==> config.mk <==
export PLATFORM = sky130hd
export DESIGN_NAME = interrupt_push_sequencer
export DESIGN_NICKNAME = d
export VERILOG_FILES = /design/src/rtl/interrupt_push_sequencer.sv
export SDC_FILE = /design/constraint.sdc
export NUM_CORES = 1
export LEC_CHECK = 0
export ABC_AREA = 1
export CORE_ASPECT_RATIO = 0.5
export CORE_MARGIN = 5
export CORE_UTILIZATION = 35
export CTS_CLUSTER_DIAMETER = 30
export CTS_CLUSTER_SIZE = 8
export DETAILED_ROUTE_END_ITERATION = 8
export PLACE_DENSITY_LB_ADDON = 0.3
export SETUP_SLACK_MARGIN = 0.02
export SYNTH_ARGS = -nofsm -noshare
export SYNTH_HDL_FRONTEND = slang
export SYNTH_SLANG_ARGS = --single-unit
export TNS_END_PERCENT = 30
==> constraint.sdc <==
create_clock -name clk -period 2.2 [get_ports clk]
set_input_delay 0.44 -clock clk [delete_from_list [all_inputs] [get_ports clk]]
set_output_delay 0.44 -clock clk [all_outputs]
set_load 0.05 [all_outputs]
==> src/rtl/interrupt_push_sequencer.sv <==
// Interrupt entry sequencer: pushes PCH/PCL/P, fetches the
// NMI or IRQ/BRK vector, pulses set_i and hands back PC and SP.
//
// Ports:
//   clk, nrst        clock, async active-low reset
//   instr_boundary   only cycle a sequence may start
//   nmi_n            NMI line, falling-edge sensitive
//   irq_n            IRQ line, level sensitive, active low
//   brk_req          BRK decoded (with instr_boundary)
//   psr_in           status register, pushed as P
//   pc_in            PC to push (PC+2 for BRK)
//   sp_in            stack pointer at start
//   data_in          read data, valid the cycle after read_en
//   addr             bus address
//   data_out         bus write data
//   write_en         memory write strobe
//   read_en          memory read strobe
//   sp_out           updated SP, valid with done
//   set_i            one-cycle manual-I set pulse
//   pc_new           vector target, valid with done
//   done             one-cycle load pulse
//   busy             high from PUSH_PCH through LOAD
module interrupt_push_sequencer #(
  parameter logic [15:0] NMI_VECTOR = 16'hFFFA,
  parameter logic [15:0] IRQ_VECTOR = 16'hFFFE,
  parameter logic [7:0]  STACK_PAGE = 8'h01
) (
  input  logic        clk,
  input  logic        nrst,
  input  logic        instr_boundary,
  input  logic        nmi_n,
  input  logic        irq_n,
  input  logic        brk_req,
  input  logic [7:0]  psr_in,
  input  logic [15:0] pc_in,
  input  logic [7:0]  sp_in,
  input  logic [7:0]  data_in,
  output logic [15:0] addr,
  output logic [7:0]  data_out,
  output logic        write_en,
  output logic        read_en,
  output logic [7:0]  sp_out,
  output logic        set_i,
  output logic [15:0] pc_new,
  output logic        done,
  output logic        busy
);

  localparam logic [2:0] S_IDLE = 3'd0;
  localparam logic [2:0] S_PCH  = 3'd1;
  localparam logic [2:0] S_PCL  = 3'd2;
  localparam logic [2:0] S_P    = 3'd3;
  localparam logic [2:0] S_VLO  = 3'd4;
  localparam logic [2:0] S_VHI  = 3'd5;
  localparam logic [2:0] S_LOAD = 3'd6;

  logic [2:0]  state;
  logic [7:0]  sp;
  logic [7:0]  vec_lo;
  logic        nmi_q;
  logic        nmi_pending;
  logic        src_brk;
  logic        vec_nmi;

  logic        nmi_edge;
  logic        irq_ok;
  logic        start;
  logic        use_nmi;
  logic [15:0] vec;
  logic [15:0] stack_addr;
  logic [7:0]  p_push;

  assign nmi_edge   = nmi_q & ~nmi_n;
  assign irq_ok     = ~irq_n & ~psr_in[2];
  assign start      = (state == S_IDLE) & instr_boundary &
                      (nmi_pending | irq_ok | brk_req);
  // The vector is decided in VEC_LO; a late NMI hijacks it.
  assign use_nmi    = (state == S_VLO) ? nmi_pending : vec_nmi;
  assign vec        = use_nmi ? NMI_VECTOR : IRQ_VECTOR;
  assign stack_addr = {STACK_PAGE, sp};
  assign p_push     = {psr_in[7:6], 1'b1, src_brk, psr_in[3:0]};

  always_ff @(posedge clk or negedge nrst) begin
    if (!nrst) begin
      state       <= S_IDLE;
      sp          <= 8'h00;
      vec_lo      <= 8'h00;
      nmi_q       <= 1'b1;
      nmi_pending <= 1'b0;
      src_brk     <= 1'b0;
      vec_nmi     <= 1'b0;
    end else begin
      nmi_q <= nmi_n;
      // A fresh edge wins over consumption in the same cycle.
      nmi_pending <= nmi_edge |
                     (nmi_pending & (state != S_VLO));
      case (state)
        S_IDLE: begin
          if (start) begin
            src_brk <= ~nmi_pending & ~irq_ok;
            sp      <= sp_in;
            state   <= S_PCH;
          end
        end
        S_PCH: begin
          sp    <= sp - 8'd1;
          state <= S_PCL;
        end
        S_PCL: begin
          sp    <= sp - 8'd1;
          state <= S_P;
        end
        S_P: begin
          sp    <= sp - 8'd1;
          state <= S_VLO;
        end
        S_VLO: begin
          vec_nmi <= nmi_pending;
          state   <= S_VHI;
        end
        S_VHI: begin
          vec_lo <= data_in;
          state  <= S_LOAD;
        end
        S_LOAD: state <= S_IDLE;
        default: state <= S_IDLE;
      endcase
    end
  end

  always_comb begin
    addr     = 16'h0000;
    data_out = 8'h00;
    write_en = 1'b0;
    read_en  = 1'b0;
    set_i    = 1'b0;
    sp_out   = 8'h00;
    pc_new   = 16'h0000;
    done     = 1'b0;
    busy     = 1'b0;
    unique case (1'b1)
      (state == S_PCH): begin
        addr     = stack_addr;
        data_out = pc_in[15:8];
        write_en = 1'b1;
        busy     = 1'b1;
      end
      (state == S_PCL): begin
        addr     = stack_addr;
        data_out = pc_in[7:0];
        write_en = 1'b1;
        busy     = 1'b1;
      end
      (state == S_P): begin
        addr     = stack_addr;
        data_out = p_push;
        write_en = 1'b1;
        busy     = 1'b1;
      end
      (state == S_VLO): begin
        addr    = vec;
        read_en = 1'b1;
        set_i   = 1'b1;
        busy    = 1'b1;
      end
      (state == S_VHI): begin
        addr    = vec + 16'd1;
        read_en = 1'b1;
        busy    = 1'b1;
      end
      (state == S_LOAD): begin
        pc_new = {data_in, vec_lo};
        sp_out = sp;
        done   = 1'b1;
        busy   = 1'b1;
      end
      default: ;
    endcase
  end

endmodule

==> results of run 1 <==
## worst max path at each step
stage                 end  slack [ns]  cells after the start
2_1_floorplan     addr[0]       -0.21                      5
3_3_place_gp      addr[6]        0.30                      6
3_5_place_dp      addr[6]        0.23                      6
4_1_cts        pc_new[14]        0.03                      5
5_1_grt           addr[4]      -0.006                      4
6_report          addr[4]        0.09                      4
## kinds of logic after synthesis
logic type	synth area share, %
buf+inv	15.3
flops	36.4
compound gates	10.8
simple gates	36.8
fa+ha+maj	0.790
## worst reg2reg max path: stages (launching register included)
cell and delay (ns):
dfrtp_2 0.48, nor2_4 0.20, inv_2 0.06, nand2_2 0.25
buf_4 0.22, nand2_4 0.08, o21ai_0 0.19
## through the flow
step | utilization, % | setup TNS, ns
after floorplan | - | -6.06
after global placement | 70.4 | 0
after detailed placement | 70.4 | 0
after CTS | 71.4 | 0
after global routing | 72.4 | -0.00959
final | 72.4 | 0
## metal layers
metal  up-vias  part of all wire [%]  wire, µm
met4         0                   1.1        60
li1        932                     -         -
met3         6                   6.1       337
met5         -                     0         0
met1       880                    38      2130
met2        81                    54      3030
## registers in the layout, indices dropped and copies added (netlist names)
name / count
state: 3
vec_nmi: 1
nmi_pending: 1
vec_lo: 8
sp: 8
src_brk: 1
nmi_q: 1
## placed cells by master (no fill, tap or decap), drive strengths merged
cell / netlist / layout
a21oi: 2 / 2
a22oi: 2 / 2
buf: 10 / 58
clkbuf: 1 / 3
clkdlybuf4s50: 0 / 43
clkinv: 0 / 1
dfrtp: 22 / 22
dfstp: 1 / 1
ha: 1 / 1
inv: 41 / 41
nand2: 66 / 66
nand3: 29 / 29
nand3b: 1 / 1
nand4: 1 / 1
nor2: 34 / 34
nor3: 1 / 1
o211ai: 1 / 1
o21ai: 25 / 25
o22ai: 2 / 2
## power breakdown
| group | internal (W) | switching, W | total [W] |
|---|---|---|---|
| Combinational | 0.00185 | 0.00266 | 0.00450 |
| Sequential | 0.000635 | 0.000166 | 0.000801 |
| Clock | 0.000127 | 0.000145 | 0.000272 |
## cell type report
| class | count | area, µm² | area share [%] |
|---|---|---|---|
| clock buffer | 3 | 41.3 | 1.30 |
| multi-input combinational | 165 | 810 | 25.5 |
| inverter | 41 | 159 | 5.01 |
| sequential | 23 | 581 | 18.3 |
| clock inverter | 1 | 5.00 | 0.158 |
| timing repair buffer | 101 | 1510 | 47.5 |
| tap | 57 | 71.3 | 2.25 |
## repair_timing
item / in CTS / in global routing
setup endpoints to repair: 7 / 48
gates resized for setup: 3 / 27
hold endpoints to repair: 0 / 0
==> out/summary.txt, run 1 <==
Design Area, Final -> 3170 µm²
Worst hold path class -> flip-flop to flip-flop
Met2 usage -> 33.2%
Worst-path clk slew -> 0.09 ns
Top delay family on crit path -> flip-flops
End of the worst hold path -> vec_lo[5]$_DFFE_PN0N_
Post-synth cell types -> 26
Area fraction of the dominant cell type after synthesis -> 34.8%
Root Buffer Master -> clkbuf_8
GRT overflow -> 0
Dpl hpwl -> 4500 µm
Filler cells -> 324
Total number of vias -> 1899
EDFF count, synth -> 0
Antenna cell count -> 0
Most frequent cell after synthesis -> nand2_1
Placed Area -> 3080 µm²
Minimum clock period -> 2.11 ns
Power Total -> 0.00558 W
Hold Buf Count CTS -> 0
Iter 0 DRT Violations -> 82
Peak Freq -> 474 MHz
Syn avg cell area -> 6.59 µm²
Fin. max-slew vios -> 0
Total GRT Usage -> 18.2%
Outcome -> complete, no violations
Syn_nets -> 287
Die Area -> 6050 µm²
Dpl cells -> 387
Clock Skew -> 0.00780 ns
Hold path start -> vec_lo[5]$_DFFE_PN0N_
Worst-path cell chain -> inv_2, nand2_2, o21ai_0, buf_12
Number of port buffers -> 96
Register area share after synthesis -> 36.4%
TritonCTS sink count -> 23
DR WL/cell -> 14.2 µm
Synth Register Bits -> 23
Ys Warns -> 0
Crit path kind -> flip-flop to primary output
Cell types with the highest counts after synthesis -> 62 x nand2_1, 38 x inv_1, 31 x nor2_1, 28 x nand3_1, 23 x o21ai_0
Rows -> 17
Crit path largest cell delay -> 0.46 ns
Core area -> 4380 µm²
Vias in the first global route -> 1786
Fin crit share -> 96.0%
Leak -> 1.50 nW
Finished Layout Cells -> 391
Largest area contributor in the synthesized netlist -> dfrtp_1
Post-CTS setup buffers -> 0
FFs w/ async S/R, synth -> 100%
Crit. End Element -> primary output
Worst EP arrival -> 1.67 ns
WHS -> 0.490 ns
VDD IR-drop max -> 0.792 mV
Nets -> 382
Worst rel slew slack -> 71.2%
Layout area overhead -> 101%
Syn Inst Count -> 240
Die height -> 57.6 µm
Busiest grt layer -> met2
PD cells -> 1760 nW/µm²
Setup WS post-layout -> 0.0885 ns
Final hold vios -> 0
Critical-path maximum fanout -> 16
Slew @ Worst Pin -> 0.432 ns
CP startpoint kind -> flip-flop
Antenna viol nets, final -> 0
M1 GR Usage -> 21.6%
Layout cell share with drive strength beyond 1 -> 28.7%
I/O pins -> 99
Pre-Repair DR Iteration Count -> 4
CTS Buf Count -> 3
Reg-to-reg slack, setup -> 0.64 ns
CTS tree -> built
Worst-Skew Late Latency -> 0.27 ns
Hold path depth -> 2
Initial Util -> 36.1%
CP required -> 1.76 ns
Routing usage on met3 -> 4.86%
WP buf/inv -> 2
CP Launch Point -> state[2]$_DFFE_PN0P_
Depth of the most critical reg-to-reg path -> 6
Synth Flop Type -> dfrtp_1
Die X -> 105 µm
Vias/cell -> 4.86
# H-tree levels -> 1
Gpl congestion -> 0.806
Initial antenna violation count -> 0
Largest net degree at the start of global routing -> 25
R2r startpoint -> state[0]$_DFFE_PN0P_
Clock Path Buffers -> 2
Global-route wire length before repair -> 8930 µm
R2R Path End -> sp[2]$_DFFE_PN0P_
Slowest CP cell -> dfrtp_2
Final setup viols -> 0
Main area contributors after synthesis -> dfrtp_1 35%, nand2_1 15%, inv_1 9.0%
RSZ-0062 raised after global routing -> true
Pre-CTS setup slack -> 0.227 ns
Maxcap violations -> 0
Detailed Route WL -> 5560 µm
Mapped Area -> 1580 µm²
DR DRC count -> 0
Note: power is estimated with default switching activity, not from simulation.
==> run 2, diff against run 1 <==
--- a/config.mk
+++ b/config.mk
@@ -13,7 +13,6 @@
 export CTS_CLUSTER_SIZE = 8
 export DETAILED_ROUTE_END_ITERATION = 8
 export PLACE_DENSITY_LB_ADDON = 0.3
-export SETUP_SLACK_MARGIN = 0.02
 export SYNTH_ARGS = -nofsm -noshare
 export SYNTH_HDL_FRONTEND = slang
 export SYNTH_SLANG_ARGS = --single-unit
==> out/summary.txt, run 2 (synthesis gave the netlist of run 1 again) <==
Iter 0 DRT Violations -> 96 (+17%)
Worst-Skew Late Latency -> 0.27 ns (about the same)
Detailed Route WL -> 5560 µm (about the same)
Largest net degree at the start of global routing -> 25 (unchanged)
Outcome -> complete, no violations
Root Buffer Master -> clkbuf_8
Crit path largest cell delay -> 0.47 ns (about the same)
Largest regs -> sp: 8 flops, vec_lo: 8 flops, state: 3 flops
Pre-CTS setup slack -> 0.227 ns (unchanged)
Design Area, Final -> 3140 µm² (-1.1%)
Worst rel slew slack -> 71.4% (+0.19 points)
Dpl hpwl -> 4500 µm (unchanged)
Gpl congestion -> 0.806 (unchanged)
Layout area overhead -> 98.3%
Slew @ Worst Pin -> 0.429 ns (-0.00291 ns)
Peak Freq -> 470 MHz (-0.70%)
Rows -> 17 (unchanged)
Cell mode on critical path -> inv_2
Worst-path cell chain -> inv_2, nor3_4, inv_2, nor2_1, buf_12
Crit path kind -> flip-flop to primary output
Worst hold path class -> flip-flop to flip-flop
# H-tree levels -> 1 (unchanged)
Most frequent cells in the layout -> 59 x nand2_1, 51 x buf_12, 43 x clkdlybuf4s50_1
Layout Utilization -> 71.6% (-0.80 points)
WP buf/inv -> 3 (+1)
Maxcap violations -> 0 (unchanged)
Critical-path maximum fanout -> 24 (+8)
Worst EP arrival -> 1.69 ns (+0.02 ns)
Pre-Repair DR Iteration Count -> 4 (unchanged)
Setup WS post-layout -> 0.0737 ns (-0.0148 ns)
Dpl cells -> 387 (unchanged)
CP required -> 1.76 ns (about the same)
Vias in the first global route -> 1786 (unchanged)
Die height -> 57.6 µm (unchanged)
Core area -> 4380 µm² (unchanged)
CP startpoint kind -> flip-flop
TritonCTS sink count -> 23 (unchanged)
Fin crit share -> 96.7% (+0.67 points)
Clock Skew -> 0.00724 ns (-0.000567 ns)
Initial antenna violation count -> 0 (unchanged)
Worst-path clk slew -> 0.09 ns (about the same)
DR WL/cell -> 14.2 µm (about the same)
Total number of vias -> 1863 (-1.9%)
Top delay family on crit path -> buffers and inverters
Slowest CP cell -> dfrtp_1
Global-route wire length before repair -> 8930 µm (unchanged)
Commonest non-fill, non-tap cell in the layout -> nand2_1
Clock Path Buffers -> 2 (unchanged)
RSZ-0062 raised after global routing -> true
Finished Layout Cells -> 391 (unchanged)
Minimum clock period -> 2.13 ns (+0.0148 ns)
Hold Buf Count CTS -> 0 (unchanged)
Total GRT Usage -> 18.2% (unchanged)
Antenna viol nets, final -> 0 (unchanged)
Die X -> 105 µm (unchanged)
Number of port buffers -> 96 (unchanged)
Die Area -> 6050 µm² (unchanged)
Final hold vios -> 0 (unchanged)
Vias/cell -> 4.76 (-1.9%)
Post_cts resized -> 3 (unchanged)
Antenna cell count -> 0 (unchanged)
Nets -> 382 (unchanged)
CTS tree -> built
Post-CTS setup buffers -> 0 (unchanged)
GRT overflow -> 0 (unchanged)
CTS Buf Count -> 3 (unchanged)
Crit. End Element -> primary output
DR DRC count -> 0 (unchanged)
I/O pins -> 99 (unchanged)
Placed Area -> 3080 µm² (unchanged)
Fin. max-slew vios -> 0 (unchanged)
Final setup viols -> 0 (unchanged)
VDD IR-drop max -> 0.768 mV (-3.1%)
PD cells -> 1760 nW/µm² (+0.40%)
Initial Util -> 36.1% (unchanged)
Leak -> 1.51 nW (+0.16%)
Layout cell share with drive strength beyond 1 -> 25.4% (-3.3 points)
[run 2: cell counts in the layout (fill, tap and decap cells not counted)]
Identical to the previous run, type by type.
[run 2: final timing paths]
path / start / slack, ns / to / cells past startpoint
setup / recovery: state[1]$_DFFE_PN0P_ / 0.07 / pc_new[14] / 5
max in group asynchronous: nrst / 1.39 / nmi_q$_DFF_PN1_ / 2
min in group asynchronous: nrst / 0.51 / sp[0]$_DFFE_PN0P_ / 2
setup reg to reg: sp[0]$_DFFE_PN0P_ / 0.63 / sp[6]$_DFFE_PN0P_ / 7
hold reg to reg: vec_lo[5]$_DFFE_PN0N_ / 0.49 / vec_lo[5]$_DFFE_PN0N_ / 2
hold / removal: vec_lo[5]$_DFFE_PN0N_ / 0.49 / vec_lo[5]$_DFFE_PN0N_ / 2
[run 2: through the flow]
stage / hold slack [ns] / setup TNS [ns] / total power (W)
detailed placement: 0.473 / 0 / 0.00524
CTS: 0.494 / 0 / 0.00553
floorplan: 0.144 / -6.06 / 0.00326
global route: 0.519 / -0.420 / 0.00585
global placement: 0.468 / 0 / 0.00513
finish: 0.488 / 0 / 0.00554
[run 2: final cells by class]
| cell class | count | area, µm² |
|---|---|---|
| Fill cell | 325 | 1240 |
| Tap cell | 57 | 71.3 |
| Inverter | 41 | 154 |
| Multi-Input combinational cell | 165 | 785 |
| Sequential cell | 23 | 579 |
| Timing Repair Buffer | 101 | 1500 |
| Clock buffer | 3 | 41.3 |
| Clock inverter | 1 | 5.00 |
[run 2: power by group]
group	switching, W	total [W]	internal [W]	leakage [nW]
Clock	0.000146	0.000273	0.000127	0.0255
Combinational	0.00263	0.00446	0.00183	1.21
Sequential	0.000168	0.000800	0.000633	0.276
[run 2: tightest hold or removal path, delay by kind of cell (launching register included)]
| family | cells | cell delay (ns) |
|---|---|---|
| and+or+nand+nor | 1 | 0.05 |
| AOI/OAI and AO/OA | 1 | 0.06 |
| DFF | 1 | 0.35 |
[run 2: metal layers]
metal	vias up	global-route usage (%)	share of wire (%)	wire length, µm
li1	931	-	-	-
met2	55	33.2	55	3050
met3	8	4.86	5.0	277
met5	-	0	0	0
met4	0	4.01	1.2	68
met1	869	21.6	39	2160
